==> src/rtl/pmem_arbiter_if.sv <==
// Line-sized physical-memory port bundle shared by both caches and main memory.
// master drives the request (read/write strobes, address, write line) and receives rdata/resp;
// slave is the memory-facing end that returns rdata and the one-cycle completion pulse.
interface pmem_arbiter_if #(
    parameter int ADDR_WIDTH = 16,
    parameter int LINE_WIDTH = 128
);
    logic                  read;
    logic                  write;
    logic [ADDR_WIDTH-1:0] address;
    logic [LINE_WIDTH-1:0] wdata;
    logic [LINE_WIDTH-1:0] rdata;
    logic                  resp;

    modport master (
        output read, write, address, wdata,
        input  rdata, resp
    );

    modport slave (
        input  read, write, address, wdata,
        output rdata, resp
    );
endinterface

==> src/rtl/pmem_arbiter.sv <==
// Shares one physical-memory port between the I-cache and D-cache, one line transaction at a time.
// Latency: request seen in cycle N drives the memory strobe in cycle N+1; resp is forwarded combinationally.
// Backpressure: the losing requester simply holds its level request; it is re-sampled in the next IDLE cycle.
// Ports: clk/rst (async, active-high); i_pmem, d_pmem = cache-side slave ports;
//        pmem = memory-side master port; arb_busy = high while a transaction is outstanding.
module pmem_arbiter #(
    parameter int ADDR_WIDTH = 16,
    parameter int LINE_WIDTH = 128,
    parameter int RR_MODE    = 1
) (
    input  logic            clk,
    input  logic            rst,
    pmem_arbiter_if.slave   i_pmem,
    pmem_arbiter_if.slave   d_pmem,
    pmem_arbiter_if.master  pmem,
    output logic            arb_busy
);

    typedef enum logic [1:0] {
        IDLE,
        BUSY_I,
        BUSY_D
    } state_t;

    state_t                state;
    logic                  last_grant_d;   // 0 = I served last, 1 = D served last
    logic [ADDR_WIDTH-1:0] addr_q;
    logic [LINE_WIDTH-1:0] wdata_q;
    logic                  rd_q;
    logic                  wr_q;

    logic                  req_i;
    logic                  req_d;
    logic                  grant_d;
    logic [ADDR_WIDTH-1:0] sel_addr;
    logic [LINE_WIDTH-1:0] sel_wdata;
    logic                  sel_wr;

    // Grant selection; only consulted in IDLE.
    always_comb begin
        req_i   = i_pmem.read | i_pmem.write;
        req_d   = d_pmem.read | d_pmem.write;
        grant_d = req_d;
        if (req_i && req_d) begin
            grant_d = (RR_MODE != 0) ? !last_grant_d : 1'b1;
        end
        sel_addr  = grant_d ? d_pmem.address : i_pmem.address;
        sel_wdata = grant_d ? d_pmem.wdata   : i_pmem.wdata;
        // read+write together is illegal; treating it as a write keeps dirty data safe
        sel_wr    = grant_d ? d_pmem.write   : i_pmem.write;
    end

    always_ff @(posedge clk or posedge rst) begin
        if (rst) begin
            state        <= IDLE;
            last_grant_d <= 1'b0;
            addr_q       <= '0;
            wdata_q      <= '0;
            rd_q         <= 1'b0;
            wr_q         <= 1'b0;
            arb_busy     <= 1'b0;
        end else begin
            case (state)
                IDLE: begin
                    if (req_i || req_d) begin
                        state    <= grant_d ? BUSY_D : BUSY_I;
                        addr_q   <= sel_addr;
                        wdata_q  <= sel_wdata;
                        rd_q     <= !sel_wr;
                        wr_q     <= sel_wr;
                        arb_busy <= 1'b1;
                    end
                end
                BUSY_I, BUSY_D: begin
                    // Always return through IDLE so the requester can drop its level
                    // request after resp before it is sampled again.
                    if (pmem.resp) begin
                        state        <= IDLE;
                        last_grant_d <= (state == BUSY_D);
                        rd_q         <= 1'b0;
                        wr_q         <= 1'b0;
                        arb_busy     <= 1'b0;
                    end
                end
                default: state <= IDLE;
            endcase
        end
    end

    assign pmem.read    = rd_q;
    assign pmem.write   = wr_q;
    assign pmem.address = addr_q;
    assign pmem.wdata   = wdata_q;

    // Read line is shared; it is only meaningful while the matching resp is high.
    assign i_pmem.rdata = pmem.rdata;
    assign d_pmem.rdata = pmem.rdata;

    // Responses stray from memory in IDLE never reach either cache.
    assign i_pmem.resp  = (state == BUSY_I) && pmem.resp;
    assign d_pmem.resp  = (state == BUSY_D) && pmem.resp;

    a_i_rw_exclusive: assert property (@(posedge clk) disable iff (rst) !(i_pmem.read && i_pmem.write));
    a_d_rw_exclusive: assert property (@(posedge clk) disable iff (rst) !(d_pmem.read && d_pmem.write));

endmodule
==> src/flat_wrapper.sv <==
// flat-port wrapper written by rule: the top's interface ports become plain ports
module pmem_arbiter_flat 
#(
    parameter int ADDR_WIDTH = 16,
    parameter int LINE_WIDTH = 128,
    parameter int RR_MODE    = 1
)
  (clk, rst, arb_busy, i_pmem_read, i_pmem_write, i_pmem_address, i_pmem_wdata, i_pmem_rdata, i_pmem_resp, d_pmem_read, d_pmem_write, d_pmem_address, d_pmem_wdata, d_pmem_rdata, d_pmem_resp, pmem_read, pmem_write, pmem_address, pmem_wdata, pmem_rdata, pmem_resp);
  pmem_arbiter_if #(.ADDR_WIDTH(ADDR_WIDTH), .LINE_WIDTH(LINE_WIDTH)) i_pmem_i ();
  pmem_arbiter_if #(.ADDR_WIDTH(ADDR_WIDTH), .LINE_WIDTH(LINE_WIDTH)) d_pmem_i ();
  pmem_arbiter_if #(.ADDR_WIDTH(ADDR_WIDTH), .LINE_WIDTH(LINE_WIDTH)) pmem_i ();
  input  logic clk;
  input  logic rst;
  output logic arb_busy;
  input wire logic [$bits(i_pmem_i.read)-1:0] i_pmem_read;
  input wire logic [$bits(i_pmem_i.write)-1:0] i_pmem_write;
  input wire logic [$bits(i_pmem_i.address)-1:0] i_pmem_address;
  input wire logic [$bits(i_pmem_i.wdata)-1:0] i_pmem_wdata;
  output wire logic [$bits(i_pmem_i.rdata)-1:0] i_pmem_rdata;
  output wire logic [$bits(i_pmem_i.resp)-1:0] i_pmem_resp;
  input wire logic [$bits(d_pmem_i.read)-1:0] d_pmem_read;
  input wire logic [$bits(d_pmem_i.write)-1:0] d_pmem_write;
  input wire logic [$bits(d_pmem_i.address)-1:0] d_pmem_address;
  input wire logic [$bits(d_pmem_i.wdata)-1:0] d_pmem_wdata;
  output wire logic [$bits(d_pmem_i.rdata)-1:0] d_pmem_rdata;
  output wire logic [$bits(d_pmem_i.resp)-1:0] d_pmem_resp;
  output wire logic [$bits(pmem_i.read)-1:0] pmem_read;
  output wire logic [$bits(pmem_i.write)-1:0] pmem_write;
  output wire logic [$bits(pmem_i.address)-1:0] pmem_address;
  output wire logic [$bits(pmem_i.wdata)-1:0] pmem_wdata;
  input wire logic [$bits(pmem_i.rdata)-1:0] pmem_rdata;
  input wire logic [$bits(pmem_i.resp)-1:0] pmem_resp;
  assign i_pmem_i.read = i_pmem_read;
  assign i_pmem_i.write = i_pmem_write;
  assign i_pmem_i.address = i_pmem_address;
  assign i_pmem_i.wdata = i_pmem_wdata;
  assign i_pmem_rdata = i_pmem_i.rdata;
  assign i_pmem_resp = i_pmem_i.resp;
  assign d_pmem_i.read = d_pmem_read;
  assign d_pmem_i.write = d_pmem_write;
  assign d_pmem_i.address = d_pmem_address;
  assign d_pmem_i.wdata = d_pmem_wdata;
  assign d_pmem_rdata = d_pmem_i.rdata;
  assign d_pmem_resp = d_pmem_i.resp;
  assign pmem_read = pmem_i.read;
  assign pmem_write = pmem_i.write;
  assign pmem_address = pmem_i.address;
  assign pmem_wdata = pmem_i.wdata;
  assign pmem_i.rdata = pmem_rdata;
  assign pmem_i.resp = pmem_resp;
  pmem_arbiter #(.ADDR_WIDTH(ADDR_WIDTH), .LINE_WIDTH(LINE_WIDTH), .RR_MODE(RR_MODE)) u_core (.clk(clk), .rst(rst), .i_pmem(i_pmem_i), .d_pmem(d_pmem_i), .pmem(pmem_i), .arb_busy(arb_busy));
endmodule
==> config.mk <==
export PLATFORM = sky130hd
export DESIGN_NAME = pmem_arbiter_flat
export DESIGN_NICKNAME = d
export VERILOG_FILES = /design/src/rtl/pmem_arbiter_if.sv /design/src/rtl/pmem_arbiter.sv /design/src/flat_wrapper.sv
export SDC_FILE = /design/constraint.sdc
export NUM_CORES = 1
export LEC_CHECK = 0
export CAP_MARGIN = 0
export CELL_PAD_IN_SITES_DETAIL_PLACEMENT = 1
export CELL_PAD_IN_SITES_GLOBAL_PLACEMENT = 1
export CORE_AREA = 2 2 322 324
export DETAILED_ROUTE_END_ITERATION = 6
export DIE_AREA = 0 0 324 326
export PLACE_DENSITY_LB_ADDON = 0.1
export SLEW_MARGIN = 20
export SYNTH_ARGS = -nofsm -noshare
export SYNTH_HDL_FRONTEND = slang
export SYNTH_SLANG_ARGS = --single-unit
==> constraint.sdc <==
create_clock -name clk -period 6.91 [get_ports clk]
set_input_delay 1.382 -clock clk [delete_from_list [all_inputs] [get_ports clk]]
set_output_delay 1.382 -clock clk [all_outputs]
set_load 0.02 [all_outputs]
==> impl_metrics.csv <==
group,metric,value,unit
status,status,"complete, no violations",
finish,drive_gt1_share,3.29,%
global_routing,grt_first_pass_wirelength,68500,um
die,io_pins,828,
route,vias,7726,
cts,cts.reportedPaths.clkPinSlew,0.07,ns
die,placeableCoreArea,103000,sq um
cts,cts_tree,"yes",
cts,htreeDepth,4,
sta,tightest_slew,1.14,ns
hold_path,hold_depth,2,
finish,final_cell_mix,"clkdlybuf4s50_1, nand2_1, dfrtp_1, nor2_1, a31oi_1",
placement,port_buffers,443,
yosys,yosys_warnings,0,
pwr,powerDensity,431,nW/um^2
pwr,ir_drop,215,uV
global_routing,grt.overflow.total,0,
sta,finalSetupViolCount,0,
cts,cts_root_buf,"clkbuf_16",
route,drtIter0Drc,245,
placement,place_area,12800,sq um
route,postRouteAntennaNets,0,
setup_path,critPathKind,"in2out",
die,dieArea,106000,sq um
setup_path,reg2reg_depth,5,
pwr,p_leak,5.00,nW
yosys,synth_top_area_cell,"dfrtp_1",
cts,numCtsBuffers,17,
sta,rsz0062_at_grt,"no",
placement,routabilityCongestion,0.653,
yosys,synth.distinct_cells,27,
yosys,synth.area.top_cells,"dfrtp_1, buf_4, nand2_1, a31oi_1, nor2_1",
yosys,syn_nets,1511,
yosys,ys_seq_area_share,42.4,%
cts,hold_buffers,0,
die,die_w,324,um
setup_path,worstSetupEndpoint,"d_pmem_resp",
sta,fin_crit,4.02,ns
pwr,p_sw_share,44.7,%
sta,tns,0,ns
placement,hpwl,38100,um
finish,syn_to_final_growth,51.2,%
global_routing,antenna_found_initial,10,
sta,slew_viol_final,0,
cts,cts.repair.resized,0,
die,die_h,326,um
hold_path,worstHoldPathType,"reg2reg",
setup_path,worst_r2r_endpoint,"u_core.pmem.wdata[31]",
route,avgRoutedWirePerCell,19.2,um
pwr,p_int,0.00319,W
yosys,yosysTopAreaCellShare,42.4,%
setup_path,crit_path_start,"pmem_resp",
sta,finalCritPeriodShare,58.2,%
sta,fin_skew,0.0123,ns
pwr,switchingPower,0.00258,W
setup_path,r2r_start,"u_core.last_grant_d",
finish,finish.instance_area,13400,sq um
setup_path,r2r_setup_slack,4.16,ns
setup_path,cp-start-kind,"primary input",
setup_path,cp-end-kind,"output pin",
yosys,ys_ff_latch,150,
cts,clk_latency,0.51,ns
route,drt_first_pass_iters,4,
run,maxCapViolCount,0,
finish,final_common_cell,"clkdlybuf4s50_1",
finish,fin_nets,1659,
yosys,syn_area_per_cell,8.17,sq um
setup_path,cp.arrival,2.64,ns
hold_path,hold_start,"u_core.pmem.read",
route,wirelength,50300,um
die,rows,118,
global_routing,grt_max_degree,179,
pwr,p_seq_share,27.8,%
setup_path,worst-path-max-fanout,4,
route,avgViaCountPerCell,2.94,
cts,clk_path_buf_depth,2,
setup_path,crit_required,5.53,ns
cts,postCtsSetupRepairBufs,0,
die,initial_core_util,8.64,%
global_routing,grt_pass1_vias,8327,
cts,clock-sinks,150,
yosys,syn_area,8860,sq um
pwr,combPwrFrac,54.0,%
sta,slew_headroom,24.1,%
route,drcViolationCount,0,
pwr,p_clk_share,18.2,%
sta,hold_viol_final,0,
sta,clock.fmax,249,MHz
yosys,synthCells,1085,
global_routing,grt_use_total,9.35,%
-- state kept, by name, indices dropped and copies added (netlist names) --
signal / cells
u_core.arb_busy: 1
u_core.pmem.read: 1
u_core.state: 2
u_core.pmem.wdata: 128
u_core.pmem.address: 16
u_core.last_grant_d: 1
u_core.pmem.write: 1
-- how the worst min path moves through the flow --
stage	endpoint	slack [ns]
2_1_floorplan	u_core.state[0]	0.53
5_1_grt	u_core.pmem.read	0.56
3_3_place_gp	u_core.pmem.read	0.52
3_5_place_dp	u_core.pmem.read	0.52
6_report	u_core.pmem.read	0.54
4_1_cts	u_core.pmem.read	0.54
-- synthesized netlist by cell type (all sizes together) --
| library cell | n |
|---|---|
| nor2b | 2 |
| a31oi | 145 |
| nor4 | 1 |
| a22o | 3 |
| nand3 | 1 |
| a21o | 1 |
| and3 | 2 |
| ha | 3 |
| nand2 | 291 |
| or2 | 1 |
| dfrtp | 150 |
| nand2b | 1 |
| o21bai | 1 |
| buf | 296 |
| mux2 | 1 |
| and2 | 3 |
| inv | 4 |
| nor2 | 146 |
| o21ai | 4 |
| a31o | 1 |
| clkbuf | 24 |
| a21oi | 4 |
-- per-stage QoR --
stage / hold WS (ns) / cells / total power (W) / setup slack, ns / util (%)
after floorplan: 0.525 / 1085 / 0.00343 / 1.49 / -
after global placement: 0.516 / 2594 / 0.00487 / 2.55 / 12.5
after detailed placement: 0.522 / 2594 / 0.00490 / 2.62 / 12.5
after CTS: 0.544 / 2625 / 0.00602 / 2.88 / 13.1
after global routing: 0.564 / 2625 / 0.00625 / 2.84 / 13.1
final: 0.542 / 2628 / 0.00577 / 2.89 / 13.1
-- final cells by class --
cell class / instances / area [sq um]
fillers: 12100 / 89200
repair buffers: 449 / 4520
flip-flops and latches: 150 / 3750
multi-input cells: 611 / 2800
well taps: 1380 / 1730
clock buffers: 22 / 454
clock inverters: 9 / 128
inverters: 4 / 22.5
diodes: 3 / 7.51
-- worst max-delay path: stages --
cell             delay [ns]
clkdlybuf4s50_1        0.52
and2_1                 0.15
clkdlybuf4s50_1        0.60
-- cells by family after synthesis --
| logic type | synth area share [%] |
|---|---|
| adders and majority gates | 0.424 |
| DFF | 42.4 |
| buffers and inverters | 26.4 |
| AOI/OAI and AO/OA | 11.3 |
| and+or+nand+nor | 19.5 |
| muxes | 0.127 |
-- metal layers --
metal	vias up	wire (um)	global-route usage (%)
met3	109	4900	4.50
met5	-	119	0
met1	3595	20600	10.7
li1	3580	-	-
met2	426	23400	15.0
met4	16	1290	3.51
-- power by group through the flow --
| stage | Sequential [W] | Clock, W | Combinational [W] |
|---|---|---|---|
| detailed placement | 0.00164 | 0 | 0.00326 |
| floorplan | 0.00212 | 0 | 0.00131 |
| global placement | 0.00162 | 0 | 0.00325 |
| finish | 0.00160 | 0.00105 | 0.00312 |
| CTS | 0.00162 | 0.00114 | 0.00326 |
| global route | 0.00168 | 0.00115 | 0.00342 |
(Power assumes the default switching activity.)
